--- src/rtl/fetch_flush_sequencer_if.sv ---
`default_nettype none
// ----------------------------------------------------------------------------
// Module   : fetch_flush_sequencer_if
// Purpose  : Redirect-event, credit and recovery-control bundle between the
//            fetch/decode front end and the flush sequencer.
// Revision : 1.0 - initial release
// ----------------------------------------------------------------------------
interface fetch_flush_sequencer_if #(
  parameter int DATA_WIDTH = 32,
  parameter int ROB_IDX_W  = 5
);
  logic [2:0]            mispredict_valid_i;
  logic [DATA_WIDTH-1:0] mispredict_pc_i_0;
  logic [DATA_WIDTH-1:0] mispredict_pc_i_1;
  logic [DATA_WIDTH-1:0] mispredict_pc_i_2;
  logic [ROB_IDX_W-1:0]  mispredict_rob_i_0;
  logic [ROB_IDX_W-1:0]  mispredict_rob_i_1;
  logic [ROB_IDX_W-1:0]  mispredict_rob_i_2;
  logic                  exception_valid_i;
  logic [DATA_WIDTH-1:0] exception_pc_i;
  logic [ROB_IDX_W-1:0]  rob_head_i;
  logic [2:0]            dispatch_credit_i;
  logic                  buffer_empty_i;
  logic                  flush_o;
  logic                  fetch_stall_o;
  logic                  redirect_valid_o;
  logic [DATA_WIDTH-1:0] redirect_pc_o;
  logic [2:0]            decode_ready_o;
  logic [1:0]            state_o;
  logic [15:0]           flush_count_o;

  // Environment side: produces events/credits, consumes recovery control.
  modport master (
    output mispredict_valid_i, mispredict_pc_i_0, mispredict_pc_i_1, mispredict_pc_i_2,
    output mispredict_rob_i_0, mispredict_rob_i_1, mispredict_rob_i_2,
    output exception_valid_i, exception_pc_i, rob_head_i, dispatch_credit_i, buffer_empty_i,
    input  flush_o, fetch_stall_o, redirect_valid_o, redirect_pc_o, decode_ready_o,
    input  state_o, flush_count_o
  );

  // Sequencer side.
  modport slave (
    input  mispredict_valid_i, mispredict_pc_i_0, mispredict_pc_i_1, mispredict_pc_i_2,
    input  mispredict_rob_i_0, mispredict_rob_i_1, mispredict_rob_i_2,
    input  exception_valid_i, exception_pc_i, rob_head_i, dispatch_credit_i, buffer_empty_i,
    output flush_o, fetch_stall_o, redirect_valid_o, redirect_pc_o, decode_ready_o,
    output state_o, flush_count_o
  );
endinterface
`default_nettype wire

--- src/rtl/fetch_flush_sequencer.sv ---
`default_nettype none
// ----------------------------------------------------------------------------
// Module   : fetch_flush_sequencer
// Purpose  : Picks the oldest redirect event (exception or one of three
//            mispredicts), sequences flush -> redirect -> refill -> run, and
//            produces the contiguous per-lane decode_ready mask in RUN.
// Revision : 1.0 - initial release
// ----------------------------------------------------------------------------
module fetch_flush_sequencer #(
  parameter int DATA_WIDTH   = 32,
  parameter int ROB_IDX_W    = 5,
  parameter int FLUSH_CYCLES = 2
) (
  input  logic                    clk,
  input  logic                    reset,
  fetch_flush_sequencer_if.slave  bus
);

  localparam logic [1:0] ST_RUN      = 2'd0;
  localparam logic [1:0] ST_FLUSH    = 2'd1;
  localparam logic [1:0] ST_REDIRECT = 2'd2;
  localparam logic [1:0] ST_REFILL   = 2'd3;

  // What the latched redirect refers to; its age is recomputed from this.
  localparam logic [1:0] KIND_NONE = 2'd0;
  localparam logic [1:0] KIND_MISP = 2'd1;
  localparam logic [1:0] KIND_EXC  = 2'd2;

  localparam logic [3:0]  CNT_INIT  = 4'(FLUSH_CYCLES - 1);
  localparam logic [15:0] COUNT_MAX = 16'hFFFF;

  logic [1:0]            state_q, state_d;
  logic [3:0]            cnt_q, cnt_d;
  logic [1:0]            kind_q, kind_d;
  logic [ROB_IDX_W-1:0]  idx_q, idx_d;
  logic [DATA_WIDTH-1:0] pc_q, pc_d;
  logic [15:0]           count_q, count_d;
  logic                  flush_q, stall_q, redir_q;

  logic [DATA_WIDTH-1:0] lane_pc  [3];
  logic [ROB_IDX_W-1:0]  lane_rob [3];
  logic [ROB_IDX_W-1:0]  lane_age [3];

  logic                  pick_found;
  logic [ROB_IDX_W-1:0]  pick_age;
  logic [ROB_IDX_W-1:0]  pick_idx;
  logic [DATA_WIDTH-1:0] pick_pc;

  logic                  event_w;
  logic [ROB_IDX_W-1:0]  cand_age;
  logic [DATA_WIDTH-1:0] cand_pc;
  logic [ROB_IDX_W-1:0]  lat_age;
  logic                  take_w;
  logic [2:0]            c;

  assign lane_pc[0]  = bus.mispredict_pc_i_0;
  assign lane_pc[1]  = bus.mispredict_pc_i_1;
  assign lane_pc[2]  = bus.mispredict_pc_i_2;
  assign lane_rob[0] = bus.mispredict_rob_i_0;
  assign lane_rob[1] = bus.mispredict_rob_i_1;
  assign lane_rob[2] = bus.mispredict_rob_i_2;

  // Age relative to the live ROB head; wraps naturally at 2**ROB_IDX_W.
  for (genvar g = 0; g < 3; g++) begin : g_lane
    assign lane_age[g] = lane_rob[g] - bus.rob_head_i;
  end

  // Oldest valid mispredict; strict compare keeps ties on the lower lane.
  always_comb begin
    pick_found = 1'b0;
    pick_age   = '1;
    pick_idx   = '0;
    pick_pc    = '0;
    for (int i = 0; i < 3; i++) begin
      if (bus.mispredict_valid_i[i] && (!pick_found || (lane_age[i] < pick_age))) begin
        pick_found = 1'b1;
        pick_age   = lane_age[i];
        pick_idx   = lane_rob[i];
        pick_pc    = lane_pc[i];
      end
    end
  end

  assign event_w  = bus.exception_valid_i | (|bus.mispredict_valid_i);
  assign cand_age = bus.exception_valid_i ? '0 : pick_age;
  assign cand_pc  = bus.exception_valid_i ? bus.exception_pc_i : pick_pc;

  // Age of the redirect currently being recovered, against today's head.
  always_comb begin
    case (kind_q)
      KIND_EXC:  lat_age = '0;
      KIND_MISP: lat_age = idx_q - bus.rob_head_i;
      default:   lat_age = '1;
    endcase
  end

  // Any event starts a recovery from RUN; mid-recovery only an older one does.
  assign take_w = event_w && ((state_q == ST_RUN) || (cand_age < lat_age));

  // Next-state logic for the recovery sequence and the latched redirect.
  always_comb begin
    state_d = state_q;
    cnt_d   = cnt_q;
    kind_d  = kind_q;
    idx_d   = idx_q;
    pc_d    = pc_q;
    count_d = count_q;
    if (take_w) begin
      state_d = ST_FLUSH;
      cnt_d   = CNT_INIT;
      kind_d  = bus.exception_valid_i ? KIND_EXC : KIND_MISP;
      idx_d   = pick_idx;
      pc_d    = cand_pc;
      if (count_q != COUNT_MAX) begin
        count_d = count_q + 16'd1;
      end
    end else begin
      case (state_q)
        ST_FLUSH: begin
          if (cnt_q == 4'd0) begin
            state_d = ST_REDIRECT;
          end else begin
            cnt_d = cnt_q - 4'd1;
          end
        end
        ST_REDIRECT: state_d = ST_REFILL;
        ST_REFILL: begin
          if (!bus.buffer_empty_i) begin
            state_d = ST_RUN;
            kind_d  = KIND_NONE;
          end
        end
        default: ;
      endcase
    end
  end

  // State, latched redirect and registered control outputs.
  always_ff @(posedge clk or negedge reset) begin
    if (!reset) begin
      state_q <= ST_RUN;
      cnt_q   <= 4'd0;
      kind_q  <= KIND_NONE;
      idx_q   <= '0;
      pc_q    <= '0;
      count_q <= 16'd0;
      flush_q <= 1'b0;
      stall_q <= 1'b0;
      redir_q <= 1'b0;
    end else begin
      state_q <= state_d;
      cnt_q   <= cnt_d;
      kind_q  <= kind_d;
      idx_q   <= idx_d;
      pc_q    <= pc_d;
      count_q <= count_d;
      flush_q <= (state_d == ST_FLUSH);
      stall_q <= (state_d == ST_FLUSH);
      redir_q <= (state_d == ST_REDIRECT);
    end
  end

  assign c = bus.dispatch_credit_i;

  assign bus.decode_ready_o   = ((state_q == ST_RUN) && !event_w) ?
                                {c[0] & c[1] & c[2], c[0] & c[1], c[0]} : 3'b000;
  assign bus.flush_o          = flush_q;
  assign bus.fetch_stall_o    = stall_q;
  assign bus.redirect_valid_o = redir_q;
  assign bus.redirect_pc_o    = pc_q;
  assign bus.state_o          = state_q;
  assign bus.flush_count_o    = count_q;

endmodule
`default_nettype wire
--- src/flat_wrapper.sv ---
// flat-port wrapper written by rule: the top's interface ports become plain ports
module fetch_flush_sequencer_flat 
#(
  parameter int DATA_WIDTH   = 32,
  parameter int ROB_IDX_W    = 5,
  parameter int FLUSH_CYCLES = 2
)
  (clk, reset, bus_mispredict_valid_i, bus_mispredict_pc_i_0, bus_mispredict_pc_i_1, bus_mispredict_pc_i_2, bus_mispredict_rob_i_0, bus_mispredict_rob_i_1, bus_mispredict_rob_i_2, bus_exception_valid_i, bus_exception_pc_i, bus_rob_head_i, bus_dispatch_credit_i, bus_buffer_empty_i, bus_flush_o, bus_fetch_stall_o, bus_redirect_valid_o, bus_redirect_pc_o, bus_decode_ready_o, bus_state_o, bus_flush_count_o);
  fetch_flush_sequencer_if #(.DATA_WIDTH(DATA_WIDTH), .ROB_IDX_W(ROB_IDX_W)) bus_i ();
  input  logic clk;
  input  logic reset;
  input wire logic [$bits(bus_i.mispredict_valid_i)-1:0] bus_mispredict_valid_i;
  input wire logic [$bits(bus_i.mispredict_pc_i_0)-1:0] bus_mispredict_pc_i_0;
  input wire logic [$bits(bus_i.mispredict_pc_i_1)-1:0] bus_mispredict_pc_i_1;
  input wire logic [$bits(bus_i.mispredict_pc_i_2)-1:0] bus_mispredict_pc_i_2;
  input wire logic [$bits(bus_i.mispredict_rob_i_0)-1:0] bus_mispredict_rob_i_0;
  input wire logic [$bits(bus_i.mispredict_rob_i_1)-1:0] bus_mispredict_rob_i_1;
  input wire logic [$bits(bus_i.mispredict_rob_i_2)-1:0] bus_mispredict_rob_i_2;
  input wire logic [$bits(bus_i.exception_valid_i)-1:0] bus_exception_valid_i;
  input wire logic [$bits(bus_i.exception_pc_i)-1:0] bus_exception_pc_i;
  input wire logic [$bits(bus_i.rob_head_i)-1:0] bus_rob_head_i;
  input wire logic [$bits(bus_i.dispatch_credit_i)-1:0] bus_dispatch_credit_i;
  input wire logic [$bits(bus_i.buffer_empty_i)-1:0] bus_buffer_empty_i;
  output wire logic [$bits(bus_i.flush_o)-1:0] bus_flush_o;
  output wire logic [$bits(bus_i.fetch_stall_o)-1:0] bus_fetch_stall_o;
  output wire logic [$bits(bus_i.redirect_valid_o)-1:0] bus_redirect_valid_o;
  output wire logic [$bits(bus_i.redirect_pc_o)-1:0] bus_redirect_pc_o;
  output wire logic [$bits(bus_i.decode_ready_o)-1:0] bus_decode_ready_o;
  output wire logic [$bits(bus_i.state_o)-1:0] bus_state_o;
  output wire logic [$bits(bus_i.flush_count_o)-1:0] bus_flush_count_o;
  assign bus_i.mispredict_valid_i = bus_mispredict_valid_i;
  assign bus_i.mispredict_pc_i_0 = bus_mispredict_pc_i_0;
  assign bus_i.mispredict_pc_i_1 = bus_mispredict_pc_i_1;
  assign bus_i.mispredict_pc_i_2 = bus_mispredict_pc_i_2;
  assign bus_i.mispredict_rob_i_0 = bus_mispredict_rob_i_0;
  assign bus_i.mispredict_rob_i_1 = bus_mispredict_rob_i_1;
  assign bus_i.mispredict_rob_i_2 = bus_mispredict_rob_i_2;
  assign bus_i.exception_valid_i = bus_exception_valid_i;
  assign bus_i.exception_pc_i = bus_exception_pc_i;
  assign bus_i.rob_head_i = bus_rob_head_i;
  assign bus_i.dispatch_credit_i = bus_dispatch_credit_i;
  assign bus_i.buffer_empty_i = bus_buffer_empty_i;
  assign bus_flush_o = bus_i.flush_o;
  assign bus_fetch_stall_o = bus_i.fetch_stall_o;
  assign bus_redirect_valid_o = bus_i.redirect_valid_o;
  assign bus_redirect_pc_o = bus_i.redirect_pc_o;
  assign bus_decode_ready_o = bus_i.decode_ready_o;
  assign bus_state_o = bus_i.state_o;
  assign bus_flush_count_o = bus_i.flush_count_o;
  fetch_flush_sequencer #(.DATA_WIDTH(DATA_WIDTH), .ROB_IDX_W(ROB_IDX_W), .FLUSH_CYCLES(FLUSH_CYCLES)) u_core (.clk(clk), .reset(reset), .bus(bus_i));
endmodule
--- config.mk ---
export PLATFORM = sky130hd
export DESIGN_NAME = fetch_flush_sequencer_flat
export DESIGN_NICKNAME = d
export VERILOG_FILES = /design/src/rtl/fetch_flush_sequencer_if.sv /design/src/rtl/fetch_flush_sequencer.sv /design/src/flat_wrapper.sv
export SDC_FILE = /design/constraint.sdc
export NUM_CORES = 1
export LEC_CHECK = 0
export CAP_MARGIN = 20
export CORE_MARGIN = 2
export CORE_UTILIZATION = 45
export DETAILED_ROUTE_END_ITERATION = 10
export GPL_TIMING_DRIVEN = 1
export PLACE_DENSITY = 0.86
export REMOVE_ABC_BUFFERS = 1
export SYNTH_ARGS = -nofsm -noshare
export SYNTH_HDL_FRONTEND = slang
export SYNTH_SLANG_ARGS = --single-unit
--- constraint.sdc ---
create_clock -name clk -period 9.6 [get_ports clk]
set_input_delay 1.92 -clock clk [delete_from_list [all_inputs] [get_ports clk]]
set_output_delay 1.92 -clock clk [all_outputs]
set_load 0.03 [all_outputs]
# == Yosys cells after proc, flatten, opt, wreduce, memory -nomap -nowiden ==
# Index checks and enable logic that the tools add are counted.
# op_classes
eq_ne,10
reduce_logical,18
n_shift,0
mux,26
div,0
magnitude_cmp,3
addsub,6
bitwise_logic,3
mul,0
# ops
cell,count
32-bit 2-to-1 mux,4
5-bit 2-to-1 mux,7
5-bit subtractor,4
"16-bit by 1-bit adder with 16-bit output, second input constant",1
"16-bit != test, second input constant",1
5-bit < comparator,3
2-bit 2-to-1 mux,7
4-bit 2-to-1 mux,3
5-bit one-hot mux with 2 select lines,1
"2-bit == test, second input constant",4
"2-bit by 1-bit == test with 1-bit output, second input constant",3
2-bit one-hot mux with 3 select lines,1
2-bit AND reduction,3
1-bit logical AND,4
4-bit logical NOT,1
"2-bit by 1-bit != test with 1-bit output, second input constant",2
2-bit nonzero test,2
"4-bit by 1-bit subtractor with 4-bit output, second input constant",1
1-bit logical NOT,3
1-bit logical OR,3
3-bit 2-to-1 mux,1
3-bit OR reduction,1
1-bit AND,2
2-bit logical NOT,1
other kinds (2),3
# totals
romBits,0
register_bits,63
latch_bits,0
in_bits,158
out_inout_bits,56
ram_bits,0
mem_count,0
elab_cells,74

# == Longest topological paths before layout ==
# Gate-level depths: netlist (run 1).
# logic_depth
depth_word,16
mapped_depth,33
depth_no_buf,29

# == Least setup slack after synthesis (run 1) ==
# Ideal clock, no wire load.
# synth_timing
kind,input-to-reg
from,input port bus_rob_head_i[1]
to,"register u_core.pc_q[10], in the netlist u_core.bus.redirect_pc_o[10]"
setup_ns,0.127
path_slack_ns,1.837
arrival_time_ns,7.636
n_path_buf,4
stages,28
t_required_ns,9.473
path_cell_list,inv_1 fa_1 a21o_1 a21oi_1 xnor2_1 and2_1 ha_1 nand4_1 o211ai_1 and2_0 buf_1 mux2i_1 ha_1 a211o_1 o211ai_2 and4b_1 a31oi_4 nand2_1 buf_2 o22ai_1 ha_1 o211ai_2 a2111oi_0 nand4_1 nand3_4 buf_6 buf_2 o31ai_1
# synth_between
elab_chain_len,14
word_cells_on_any_way,23
cone_classes,add/sub: 4; order compare: 3; mux: 9; reduce/logical: 7
# synth_lines
element,line_no,rtl
from (decl),flat_wrapper.sv:21,input wire logic [$bits(bus_i.rob_head_i)-1:0] bus_rob_head_i;
5-bit subtractor,fetch_flush_sequencer.sv:65,assign lane_age[g] = lane_rob[g] - bus.rob_head_i;
5-bit 2-to-1 mux,fetch_flush_sequencer.sv:75,if (bus.mispredict_valid_i[i] && (!pick_found || (lane_age[i] < pick_age))) begin
5-bit < comparator,fetch_flush_sequencer.sv:75,
1-bit logical OR,fetch_flush_sequencer.sv:75,
1-bit logical AND,fetch_flush_sequencer.sv:75,
5-bit 2-to-1 mux / 1-bit 2-to-1 mux (equally long branches),fetch_flush_sequencer.sv:75,
5-bit < comparator / 1-bit logical NOT (equally long branches),fetch_flush_sequencer.sv:75,
1-bit logical OR,fetch_flush_sequencer.sv:75,
1-bit logical AND,fetch_flush_sequencer.sv:75,
5-bit 2-to-1 mux,fetch_flush_sequencer.sv:75,
5-bit 2-to-1 mux,fetch_flush_sequencer.sv:85,assign cand_age = bus.exception_valid_i ? '0 : pick_age;
5-bit < comparator,fetch_flush_sequencer.sv:98,assign take_w = event_w && ((state_q == ST_RUN) || (cand_age < lat_age));
1-bit logical OR,fetch_flush_sequencer.sv:98,
1-bit logical AND,fetch_flush_sequencer.sv:98,
to (signal assigned),fetch_flush_sequencer.sv:155,pc_q <= pc_d;
to (decl),fetch_flush_sequencer.sv:36,"logic [DATA_WIDTH-1:0] pc_q, pc_d;"
# Parallel ways exist; a longest one is shown, timed or not.
# A chain may end at the register's enable or synchronous reset.

# == Worst setup path in the final report (run 1) ==
# layout_timing
from,input port bus_rob_head_i[0]
to,"register u_core.count_q[1], in the netlist u_core.bus.flush_count_o[1]"
# layout_between
elab_chain_len,15
word_cells_on_any_way,21
cone_classes,add/sub: 4; order compare: 3; mux: 6; reduce/logical: 8
# layout_lines
element,line_no,rtl
5-bit subtractor,fetch_flush_sequencer.sv:65,
5-bit 2-to-1 mux,fetch_flush_sequencer.sv:75,
5-bit < comparator,fetch_flush_sequencer.sv:75,
1-bit logical OR,fetch_flush_sequencer.sv:75,
1-bit logical AND,fetch_flush_sequencer.sv:75,
5-bit 2-to-1 mux / 1-bit 2-to-1 mux (equally long branches),fetch_flush_sequencer.sv:75,
5-bit < comparator / 1-bit logical NOT (equally long branches),fetch_flush_sequencer.sv:75,
1-bit logical OR,fetch_flush_sequencer.sv:75,
1-bit logical AND,fetch_flush_sequencer.sv:75,
5-bit 2-to-1 mux,fetch_flush_sequencer.sv:75,
5-bit 2-to-1 mux,fetch_flush_sequencer.sv:85,
5-bit < comparator *,fetch_flush_sequencer.sv:98,
1-bit logical OR *,fetch_flush_sequencer.sv:98,
1-bit logical AND *,fetch_flush_sequencer.sv:98,
2-bit AND reduction (no line) *,--,
to (signal assigned),fetch_flush_sequencer.sv:156,count_q <= count_d;
to (decl),fetch_flush_sequencer.sv:37,"logic [15:0] count_q, count_d;"
# Every way passes the cells marked *; elsewhere a longest branch is shown, timed or not.

==> results of run 1 <==
## sequential cells by signal, summed over array words and instances, names as in the netlist
signal	cells
u_core.bus.flush_count_o	16
u_core.bus.redirect_pc_o	32
u_core.bus.flush_o	1
u_core.cnt_q	4
u_core.bus.state_o	2
u_core.bus.redirect_valid_o	1
u_core.idx_q	5
u_core.kind_q	2
## cells in the mapped netlist (4+ instances only)
| cell type | instances | area share (%) |
|---|---|---|
| a211oi_1 | 32 | 5.0 |
| a21o_1 | 10 | 1.6 |
| a21oi_1 | 13 | 1.4 |
| a221oi_1 | 32 | 5.9 |
| and2_1 | 4 | 0.53 |
| and3_1 | 4 | 0.53 |
| buf_2 | 11 | 1.2 |
| buf_4 | 6 | 0.95 |
| buf_6 | 5 | 1.2 |
| clkbuf_1 | 13 | 1.0 |
| dfrtp_1 | 63 | 33 |
| fa_1 | 4 | 1.7 |
| ha_1 | 31 | 8.1 |
| inv_1 | 18 | 1.4 |
| nand2_1 | 64 | 5.0 |
| nand3_1 | 16 | 1.7 |
| nand4_1 | 5 | 0.66 |
| nor2_1 | 16 | 1.3 |
| nor2b_1 | 36 | 4.7 |
| nor3_1 | 4 | 0.42 |
| nor4_1 | 5 | 0.66 |
| o21ai_0 | 12 | 1.3 |
| o22ai_1 | 4 | 0.53 |
| o31ai_1 | 32 | 5.0 |
| xnor2_1 | 14 | 2.6 |
| xor2_1 | 20 | 3.7 |
## path summary, 6_finish.rpt
| path | slack, ps | end | depth (start not counted) | start |
|---|---|---|---|---|
| worst max-delay path | 640 | u_core.bus.flush_count_o[1]$_DFFE_PN0P_ | 31 | bus_rob_head_i[0] |
| worst min-delay path | 480 | u_core.bus.redirect_pc_o[30]$_DFFE_PN0P_ | 2 | u_core.bus.redirect_pc_o[30]$_DFFE_PN0P_ |
| worst max register to register | 5490 | u_core.bus.flush_count_o[1]$_DFFE_PN0P_ | 15 | u_core.idx_q[0]$_DFFE_PN0P_ |
| worst min register to register | 480 | u_core.bus.redirect_pc_o[30]$_DFFE_PN0P_ | 2 | u_core.bus.redirect_pc_o[30]$_DFFE_PN0P_ |
| max in group asynchronous | 7330 | u_core.bus.redirect_pc_o[18]$_DFFE_PN0P_ | 2 | reset |
| min in group asynchronous | 1730 | u_core.idx_q[0]$_DFFE_PN0P_ | 2 | reset |
## power breakdown
group,total (W),switching (W),internal (W),leakage (nW)
Combinational,0.00122,0.000700,0.000520,2.04
Clock,0.000290,0.000114,0.000176,0.125
Sequential,0.000501,0.000101,0.000400,0.746
Total,0.00201,0.000915,0.00110,2.91
## layout by cell type, fill, tap and decap left out, types with 3 or more instances in the layout
cell type and count:
nand3b_1 3, inv_1 18, ha_1 31, fa_1 4
nor3b_1 3, a21oi_1 13, nor2_1 16, o31ai_1 32
nand2_1 64, clkbuf_8 9, clkdlybuf4s50_1 211, buf_4 10
bufinv_16 3, and3_1 4, nor3_1 4, o211ai_2 3
a311o_1 3, nand2b_1 3, inv_6 4, xor2_1 20
o21ai_0 12, a21o_1 10, nand4_1 5, xnor2_1 14
nor4_1 5, nor2b_1 36, a221oi_1 32, nand3_1 16
dfrtp_1 63, a211oi_1 32, and2_1 5, a31oi_1 3
o22ai_1 4
## logic make-up after synthesis
group,synth area share (%)
AOI/OAI and AO/OA,25.26
xor gates and xnor gates,6.250
adders and majority gates,9.821
buffers and inverters,5.803
DFF,33.09
muxes,0.4464
and+or+nand+nor,19.33
## layout make-up
class / instances / share of cell area [%]
clock inverter: 7 / 1.740
multi-input combinational: 403 / 40.48
sequential: 63 / 21.92
tap: 136 / 2.366
inverter: 18 / 0.9395
timing repair buffer: 224 / 30.83
clock buffer: 9 / 1.722
## layer usage
metal,share of wire (%),routed length (um),global-route usage (%)
met4,2.2,312,7.421
met3,6.9,996,3.526
met1,39,5637,30.27
met2,52,7549,46.31
met5,0,0,0
## metrics by stage
step           instances  hold slack, ps  util [%]  area [um^2]  setup WS, ps
6_report             860           478.8     69.66         7192         639.0
5_1_grt              860           504.9     69.66         7192         251.0
4_1_cts              860           482.4     69.66         7192         739.1
3_5_place_dp         844           464.8     67.25         6943         389.5
3_3_place_gp         843           461.4     67.18         6935         744.7
2_1_floorplan        484           449.8         -         4556         887.1
## worst max-delay path: cells and delay by family
kind                       cells  cell delay (ps)
xor gates and xnor gates       1               80
buffers and inverters          4             1010
adders and majority gates      5             1430
muxes                          1              360
and+or+nand+nor                8             2080
AOI/OAI and AO/OA             12             2270
==> impl_metrics.json, run 1 <==
{
  "max_stage_delay_ps": 540,
  "avgViaCountPerCell": 5.712,
  "critical_path.most_common_cell": "ha_1",
  "cts_max_path_buffers": 2,
  "path_max_fanout": 49,
  "clock_skew_ps": 10.57,
  "status": "complete, no violations",
  "cts_made_buffers": 9,
  "fin_crit_sh_pct": 93.34,
  "maxSlewViolCount": 0,
  "overflow": 0,
  "area_growth_pct": 50.95,
  "synth_area_um2": 4765,
  "die_area_um2": 11430,
  "io_buffers": 213,
  "synth_edf_count": 0,
  "maxCapViolations": 0,
  "leakage_nw": 2.912,
  "tightest_slew_ps": 875.8,
  "drc_errors": 0,
  "fin_nets": 912,
  "multi_input_area_um2": 2912,
  "slowest_stage": "clkdlybuf4s50_1",
  "cts_hold_buffers": 0,
  "total_power_w": 0.002011,
  "post_drt_wl_per_cell_um": 16.85,
  "antenna_found_initial": 0,
  "start_util_pct": 46.15,
  "grt_pass1_vias": 4877,
  "postRouteAntennaNets": 0,
  "syn_inst": 520,
  "grt_usage_pct": 25.12,
  "clock-sinks": 63,
  "htree_levels": 3,
  "totalWireLength_mm": 14.50,
  "io_pins": 214,
  "clkLatencyLatePin_ps": 330,
  "gp_congestion": 0.8917,
  "drtPass1Iterations": 5,
  "finalHoldViolations": 0,
  "ys.flop_type": "dfrtp_1",
  "cp-end-kind": "register",
  "critPathKind": "input port to register",
  "power_density_nw_per_um2": 279.6,
  "die-height_um": 106.9,
  "grt_pass1_wl_mm": 23.12,
  "setup_viol": 0,
  "ctsResizeCount": 0,
  "dpl.hpwl_mm": 11.45,
  "drive_gt1_share_pct": 5.801,
  "ys_ff_latch": 63,
  "vias": 4912,
  "critPathRequiredTime_ps": 9830,
  "synth_area_per_cell_um2": 9.163,
  "worst_ep_arrival_time_ps": 9190,
  "cts-root-buf": "clkbuf_8",
  "synth_seq_area_share_pct": 33.09,
  "period_minus_slack_ps": 8961,
  "ys_warn_count": 0,
  "num_antenna_cells": 0,
  "slew_headroom_pct": 41.16,
  "max_freq_mhz": 111.6,
  "cts_setup_buffers": 0,
  "drt-initial-drc-count": 224,
  "rsz0062_at_grt": "false",
  "cts.clk_slew.worst_paths_ps": 80,
  "n_fill_cell": 783,
  "rows": 37,
  "dieWidth_um": 106.9,
  "hp-class": "register to register",
  "peakVddDrop_mv": 0.1698,
  "async_flop_share_pct": 100.0,
  "grt_max_degree": 69,
  "setup-tns-final_ps": 0,
  "core_area_um2": 10320,
  "worst_setup_path_start_kind": "input port",
  "final-seq-area_um2": 1577,
  "ys_types": 55,
  "cts_tree": "yes"
}
Power figures use the tool's default switching activity.
==> inputs of run 2 (changes only) <==
--- a/config.mk
+++ b/config.mk
@@ -15,3 +15,4 @@
 export SYNTH_ARGS = -nofsm -noshare
 export SYNTH_HDL_FRONTEND = slang
 export SYNTH_SLANG_ARGS = --single-unit
+export TNS_END_PERCENT = 1
==> results of run 2 <==
The final DEF is identical to that of run 1; final timing and power are the same.
